<file path="src/rtl/jk_seq_pkg.sv">
// Shared definitions for the JK count sequencer: command opcodes and FSM states.
package jk_seq_pkg;

  // Command opcodes carried on cmd_op
  typedef enum logic [1:0] {
    CLEAR = 2'b00,
    LOAD  = 2'b01,
    UP    = 2'b10,
    DOWN  = 2'b11
  } op_e;

  // Sequencer FSM state encodings
  typedef enum logic [1:0] {
    IDLE = 2'b00,
    EXEC = 2'b01,
    DONE = 2'b10
  } state_e;

endpackage

</file>
<file path="src/rtl/jk_bank.sv">
// Bank of WIDTH behavioural JK flip-flops with a shared clock and async active-low reset.
// Purely storage: every bit follows its own J/K pair, no sequencing lives here.
module jk_bank #(
  parameter int WIDTH = 4
) (
  input  logic             clk,
  input  logic             rst,
  input  logic [WIDTH-1:0] j,
  input  logic [WIDTH-1:0] k,
  output logic [WIDTH-1:0] q
);

  // JK characteristic per bit: 00 hold, 01 reset, 10 set, 11 toggle
  always_ff @(posedge clk or negedge rst) begin
    if (!rst) begin
      q <= '0;
    end else begin
      q <= (j & ~q) | (~k & q);
    end
  end

endmodule

</file>
<file path="src/rtl/jk_count_sequencer.sv">
// Command-driven modulo-MOD counter built on a JK flop bank.
// Accepts CLEAR / LOAD / UP n / DOWN n commands through a valid/ready handshake
// and drives the flops only through per-bit J/K.
// Optional feature: define JK_SEQ_WRAP_FLAG_EN to add the sticky wrap_flag output.
module jk_count_sequencer
  import jk_seq_pkg::*;
#(
  parameter int WIDTH = 4,
  parameter int MOD   = 10
) (
  input  logic             clk,
  input  logic             rst,
  input  logic             cmd_valid,
  output logic             cmd_ready,
  input  logic [1:0]       cmd_op,
  input  logic [WIDTH-1:0] cmd_data,
  output logic [WIDTH-1:0] count,
  output logic             busy,
  output logic             done,
  output logic             tc
`ifdef JK_SEQ_WRAP_FLAG_EN
  ,
  output logic             wrap_flag
`endif
);

  localparam logic [WIDTH-1:0] MAX_VAL = WIDTH'(MOD - 1);
  localparam logic [WIDTH-1:0] ONE     = WIDTH'(1);

  state_e           state;
  op_e              op_q;
  logic [WIDTH-1:0] data_q;

  logic [WIDTH-1:0] j;
  logic [WIDTH-1:0] k;
  logic [WIDTH-1:0] load_val;
  logic [WIDTH-1:0] up_next;
  logic [WIDTH-1:0] down_next;
  logic [WIDTH-1:0] step_next;
  logic             is_step_op;
  logic             step_en;
  logic             exec_last;
  logic             wrap_now;

  jk_bank #(
    .WIDTH(WIDTH)
  ) u_bank (
    .clk(clk),
    .rst(rst),
    .j  (j),
    .k  (k),
    .q  (count)
  );

  assign tc = (count == MAX_VAL);

  // Next-count arithmetic, step qualification and end-of-command detection
  always_comb begin
    load_val   = (data_q > MAX_VAL) ? MAX_VAL : data_q;
    up_next    = (count == MAX_VAL) ? '0 : count + ONE;
    down_next  = (count == '0) ? MAX_VAL : count - ONE;
    is_step_op = (op_q == UP) || (op_q == DOWN);
    step_next  = (op_q == UP) ? up_next : down_next;
    step_en    = (state == EXEC) && is_step_op && (data_q != '0);
    exec_last  = !is_step_op || (data_q <= ONE);
    wrap_now   = step_en && (((op_q == UP) && (count == MAX_VAL)) ||
                             ((op_q == DOWN) && (count == '0)));
  end

  // J/K derivation for the flop bank; hold everywhere except in EXEC
  always_comb begin
    j = '0;
    k = '0;
    if (state == EXEC) begin
      case (op_q)
        CLEAR: begin
          k = '1;
        end
        LOAD: begin
          j = load_val;
          k = ~load_val;
        end
        default: begin
          if (step_en) begin
            j = count ^ step_next;
            k = count ^ step_next;
          end
        end
      endcase
    end
  end

  // Command FSM with registered handshake/status outputs; data_q doubles as the remaining-step counter
  always_ff @(posedge clk or negedge rst) begin
    if (!rst) begin
      state     <= IDLE;
      op_q      <= CLEAR;
      data_q    <= '0;
      cmd_ready <= 1'b1;
      busy      <= 1'b0;
      done      <= 1'b0;
    end else begin
      case (state)
        IDLE: begin
          if (cmd_valid) begin
            state     <= EXEC;
            op_q      <= op_e'(cmd_op);
            data_q    <= cmd_data;
            cmd_ready <= 1'b0;
            busy      <= 1'b1;
          end
        end
        EXEC: begin
          if (step_en) begin
            data_q <= data_q - ONE;
          end
          if (exec_last) begin
            state <= DONE;
            done  <= 1'b1;
          end
        end
        DONE: begin
          state     <= IDLE;
          done      <= 1'b0;
          busy      <= 1'b0;
          cmd_ready <= 1'b1;
        end
        default: begin
          state     <= IDLE;
          done      <= 1'b0;
          busy      <= 1'b0;
          cmd_ready <= 1'b1;
        end
      endcase
    end
  end

`ifdef JK_SEQ_WRAP_FLAG_EN
  // Sticky wrap indicator: set by any counting wrap, cleared only by CLEAR or reset
  always_ff @(posedge clk or negedge rst) begin
    if (!rst) begin
      wrap_flag <= 1'b0;
    end else if ((state == EXEC) && (op_q == CLEAR)) begin
      wrap_flag <= 1'b0;
    end else if (wrap_now) begin
      wrap_flag <= 1'b1;
    end
  end
`else
  logic unused_wrap;
  assign unused_wrap = wrap_now;
`endif

endmodule

</file>
<file path="config.mk">
export PLATFORM = sky130hd
export DESIGN_NAME = jk_count_sequencer
export DESIGN_NICKNAME = d
export VERILOG_FILES = /design/src/rtl/jk_seq_pkg.sv /design/src/rtl/jk_bank.sv /design/src/rtl/jk_count_sequencer.sv
export SDC_FILE = /design/constraint.sdc
export NUM_CORES = 1
export LEC_CHECK = 0
export CORE_ASPECT_RATIO = 1.2
export CORE_UTILIZATION = 55
export CTS_BUF_LIST = sky130_fd_sc_hd__clkbuf_16
export CTS_CLUSTER_DIAMETER = 30
export DETAILED_ROUTE_END_ITERATION = 8
export PLACE_DENSITY_LB_ADDON = 0.08
export SYNTH_ARGS = -nofsm -noshare
export SYNTH_HDL_FRONTEND = slang
export SYNTH_SLANG_ARGS = --single-unit
</file>
<file path="constraint.sdc">
create_clock -name clk -period 4.5 [get_ports clk]
set_input_delay 0.9 -clock clk [delete_from_list [all_inputs] [get_ports clk]]
set_output_delay 0.9 -clock clk [all_outputs]
set_load 0.01 [all_outputs]
</file>
# Word-level counts from Yosys, hierarchy flattened
# Index checks and enable logic that the tools add are counted.
# W data, S select, Z words.
totals:
  reg_bits: 15
  in_bits: 9
  output_inout_bits: 8
  elab_cells: 65
classes:
  addsub: 3
  order_cmp: 2
  eq_ne: 8
  mux: 21
  bitwise: 9
  n_reduce_logical: 15
op_table:
  columns: ["cell", "count"]
  rows:
  - ["$mux W4", 9]
  - ["$pmux W4 S2", 3]
  - ["$not A4 Y4", 3]
  - ["$and A4 B4 Y4", 2]
  - ["$reduce_and A2 Y1", 4]
  - ["$sub A4 B1 Y4 const B", 2]
  - ["$ne A2 B2 Y1 const B", 3]
  - ["$pmux W1 S2", 3]
  - ["$add A4 B1 Y4 const B", 1]
  - ["$eq A2 B1 Y1 const B", 2]
  - ["$eq A2 B2 Y1 const B", 2]
  - ["$eq A4 B4 Y1 const B", 1]
  - ["$gt A4 B4 Y1 const B", 1]
  - ["$le A4 B1 Y1 const B", 1]
  - ["$logic_not A2 Y1", 2]
  - ["$logic_not A4 Y1", 1]
  - ["$mux W2", 2]
  - ["$or A4 B4 Y4", 1]
  - ["$pmux W2 S2", 1]
  - ["$reduce_bool A4 Y1", 1]
  - ["$xor A4 B4 Y4", 1]
  - ["$mux W1", 3]
  - ["$reduce_and A3 Y1", 1]
  - ["$logic_and A1 B1 Y1", 2]
  - ["other kinds (4)", 6]

# Depth between registers and ports, before layout
logic_depth:
  ltp_word: 10
  depth_mapped: 7
  depth_no_buf: 6

# Cells and area by module
# From an unflattened synthesis, not the netlist that was laid out.
hier_totals:
  cells_unflattened: 113
  hier_area_um2: 1034.7
modules_own_cells:
  columns: ["module", "instances", "cells_per_inst", "area_per_inst_um2", "seq_area_each_um2"]
  rows:
  - ["jk_count_sequencer", 1, 101, 879.6, 276.5]
  - ["jk_bank", 1, 12, 155.1, 100.1]

# Worst setup path after synthesis
# No wires, ideal clock.
synth_path:
  kind: "reg-to-output"
  start: "register u_bank.q[1]"
  end: "output tc"
  t_arrival_ns: 1.042
  t_required_ns: 3.600
  path_slack_ns: 2.558
  stages_incl_launch_ff: 5
  n_path_buf: 1
  path_cell_list: "dfrtp_1 > inv_1 > ha_1 > and3b_1 > clkbuf_1"
synth_via:
  elab_chain_len: 1
synth_rtl:
  columns: ["item", "line", "rtl"]
  rows:
  - ["start, declared", "jk_bank.sv:10", "output logic [WIDTH-1:0] q"]
  - ["start signal, assigned", "jk_bank.sv:18", "q <= (j & ~q) | (~k & q);"]
  - ["$eq A4 B4 Y1", null, null]
  - ["end, declared", "jk_count_sequencer.sv:20", "output logic tc"]
# Every way passes these cells.

# Final worst setup path
# Same ends and word-level chain as after synthesis.

==> impl_metrics.csv <==
group,metric,value,unit
run_status,outcome,"completed",
grt,groute.layer.met2.usage,42.33,%
synthesis,synthesis.area_per_instance,8.882,sq um
synthesis,ys_ff_latch,15,
routing,routed_via_density,6.028,
final_layout,final-instance-count-excl-fill,145,
clocking,cts_resized,0,
synthesis,synth.top_cell.area_share,35.53,%
power_and_ir_drop,leakagePower,0.0005478,uW
die,fp.coreArea,1662,sq um
routing,routed_wl,2159,microns
synthesis,synth_area_leader_cell,"sky130_fd_sc_hd__dfrtp_1",
grt,grt_overflow_total,0,
synthesis,netlist_top_cells_area,"sky130_fd_sc_hd__dfrtp_1, sky130_fd_sc_hd__ha_1, sky130_fd_sc_hd__nor2_1",
sta,setup_skew,0.002314,ns
synthesis,ys_warn_count,0,
power_and_ir_drop,power.internal,552.9,uW
grt,globalRoute.busiestLayer,"met2",
die,top_ports,17,
die,initial_core_util,59.34,%
final_layout,ant_cells,0,
synthesis,synth_top_flop_cell,"sky130_fd_sc_hd__dfrtp_1",
critical_path,setup_slack_reg_to_reg,2.59,ns
clocking,tritoncts_clock_tree,"built",
hold_path,worst_hold_class,"register to register",
sta,final_period_minus_worst_setup_slack,2.629,ns
routing,avgRoutedWirePerCell,14.89,microns
clocking,post_cts_hold_buffer_count,0,
clocking,cts_buffer_depth,2,
grt,grt_util_all_layers,25.87,%
final_layout,num-fill-cells,131,
place,portBuffers,16,
critical_path,crit_path_end_kind,"output pin",
die,fp.dieArea,1967,sq um
final_layout,multi_input_area,560.5,sq um
clocking,clk_latency,0.24,ns
synthesis,ys_seq_area_share,38.20,%
sta,grt_setup_unrepaired,"false",
sta,final_hold_viol_count,0,
routing,detailroute.via_count,874,
final_layout,fin_nets,144,
synthesis,async_s_r_ff_share_synth,100.0,%
critical_path,r2r_start,"data_q[0]$_DFFE_PN0P_",
grt,antenna_found_initial,0,
clocking,clk_root_buffer_cell,"sky130_fd_sc_hd__clkbuf_16",
clocking,clock_pin_slew_on_the_worst_setup_and_hold_paths,0.05,ns
synthesis,synth_enable_flop_cells,0,
power_and_ir_drop,clock_network_fraction_of_total_power,17.7,%
sta,tightest_slew,0.6873,ns
sta,final.setup.tns,0,ns
die,dieWidth,40.65,microns
final_layout,final_layout_size_suffix_gt1_share,5.512,%
critical_path,critical_path.startpoint_type,"register",
power_and_ir_drop,sequentialPowerShare,32.9,%
final_layout,area.sequential,376.6,sq um
routing,drtAntennaViolNets,0,
power_and_ir_drop,comb_power_share,49.4,%
grt,use_met3,4.128,%
power_and_ir_drop,ir_worst_vdd,0.4804,mV
power_and_ir_drop,power.share.switching,41.38,%
power_and_ir_drop,power.density_cell_area,765.2,nW/um^2
power_and_ir_drop,p_switching,390.2,uW
critical_path,timing.critical_path.from,"u_bank.q[1]$_DFF_PN0_",
hold_path,timing.hold.worst.start,"busy$_DFFE_PN0P_",
synthesis,synth_cells,111,
routing,first_pass_iters,4,
routing,drt-initial-drc-count,11,
place,numPlacedInstances,141,
sta,min_period_over_period,58.43,%
sta,report.final.setup_viol,0,
sta,slew_violations,0,
synthesis,synth.net_count,127,
synthesis,synth.top_cells.by_count,"sky130_fd_sc_hd__nor2_1, sky130_fd_sc_hd__dfrtp_1, sky130_fd_sc_hd__inv_1, sky130_fd_sc_hd__ha_1, sky130_fd_sc_hd__nand2_1",
run,max-cap-violations,0,
critical_path,critPathArrivalTime,1.73,ns
synthesis,netlist_area_pre_place,985.9,sq um
clocking,cts_inserted_buffers,3,
die,die_y,48.38,microns
grt,maximum_number_of_pins_on_one_net_before_global_route_repair,16,
sta,slew_headroom,54.04,%
synthesis,yosysMostFrequentCell,"sky130_fd_sc_hd__nor2_1",
clocking,clock_tree.htree_level_count,1,
die,placement_rows,16,
place,detailedPlacementHpwl,1626,microns
sta,fmaxAchievable,0.3804,GHz
place,place.gp.congestion,0.7753,
critical_path,critPathMaxFanout,6,
synthesis,ys_types,38,
grt,gr-usage-met1,31.78,%
critical_path,worstSetupPathType,"register to output pin",
clocking,cts_setup_buffers,0,
grt,grt_pass1_vias,859,
grt,grt_first_pass_wirelength,3539,microns
clocking,clock_sink_count,15,
routing,drc_errors,0,
critical_path,critPathRequiredTime,3.60,ns
final_layout,area_growth_syn_to_fin,25.00,%
layout make-up:
| type | count | area share [%] |
|---|---|---|
| multi-input cells | 83 | 45.48 |
| flip-flops and latches | 15 | 30.56 |
| repair buffers | 16 | 12.99 |
| clock buffers | 3 | 6.091 |
| inverters | 9 | 2.741 |
| well taps | 18 | 1.827 |
| clock inverters | 1 | 0.3046 |
critical path, cell delays in order (launching register included):
cell	delay (ns)
sky130_fd_sc_hd__dfrtp_1	0.41
sky130_fd_sc_hd__inv_1	0.13
sky130_fd_sc_hd__ha_1	0.15
sky130_fd_sc_hd__and3b_1	0.23
sky130_fd_sc_hd__clkdlybuf4s50_1	0.56
sequential cells by signal (all words and copies together) (netlist names):
signal and flops:
busy 1, cmd_ready 1, data_q 4, done 1, op_q 2, state 2, u_bank.q 4
stage by stage:
| stage | area (sq um) | util, % | worst slack, ns | hold slack (ns) | total power [uW] |
|---|---|---|---|---|---|
| detailed placement | 1154 | 69.43 | 2.128 | 0.5014 | 772.6 |
| global route | 1232 | 74.17 | 1.757 | 0.5205 | 1025 |
| finish | 1232 | 74.17 | 1.871 | 0.5020 | 943.0 |
| CTS | 1232 | 74.17 | 1.869 | 0.5118 | 944.2 |
| floorplan | 985.9 | - | 2.558 | 0.5132 | 615.8 |
| global placement | 1154 | 69.43 | 2.157 | 0.4944 | 761.3 |
path summary, 6_finish.rpt:
| kind | to | depth (start not counted) |
|---|---|---|
| setup / recovery | tc | 4 |
| hold / removal | busy$_DFFE_PN0P_ | 2 |
| setup reg to reg | data_q[0]$_DFFE_PN0P_ | 6 |
| hold reg to reg | busy$_DFFE_PN0P_ | 2 |
| max in group asynchronous | data_q[0]$_DFFE_PN0P_ | 1 |
| min in group asynchronous | u_bank.q[3]$_DFF_PN0_ | 1 |
routing by layer:
metal	part of all wire [%]	vias to the layer above
li1	-	435
met1	42	417
met2	53	15
met3	1.9	7
met4	2.7	0
met5	0	-
power by group through the flow:
stage               logic (uW)  clock network, uW  registers, uW
finish                     466                167            310
global route               524                177            323
detailed placement         464                  0            308
global placement           457                  0            305
CTS                        467                170            307
floorplan                  332                  0            284
cell usage in the layout (no fill, tap or decap), drive strengths merged, types with 2 or more instances in the layout:
cell / synthesis / final
dfrtp: 14 / 14
nor2: 15 / 15
nand2b: 3 / 3
a22oi: 2 / 2
a31oi: 3 / 3
ha: 7 / 7
nor2b: 3 / 3
clkdlybuf4s50: 0 / 16
o211ai: 2 / 2
a21oi: 4 / 4
o32a: 2 / 2
o21ai: 5 / 5
a2111o: 2 / 2
nor3: 4 / 4
a21boi: 2 / 2
nor3b: 2 / 2
inv: 9 / 10
a21o: 2 / 2
a2bb2oi: 3 / 3
nand2: 7 / 7
clkbuf: 4 / 3
cell families after synthesis:
group | share of synthesized area, %
compound gates | 25.13
mux | 1.015
buf+inv | 4.949
fa+ha+maj | 8.883
simple gates | 21.83
flops | 38.20
No activity file was read; power rests on OpenSTA's default activity.
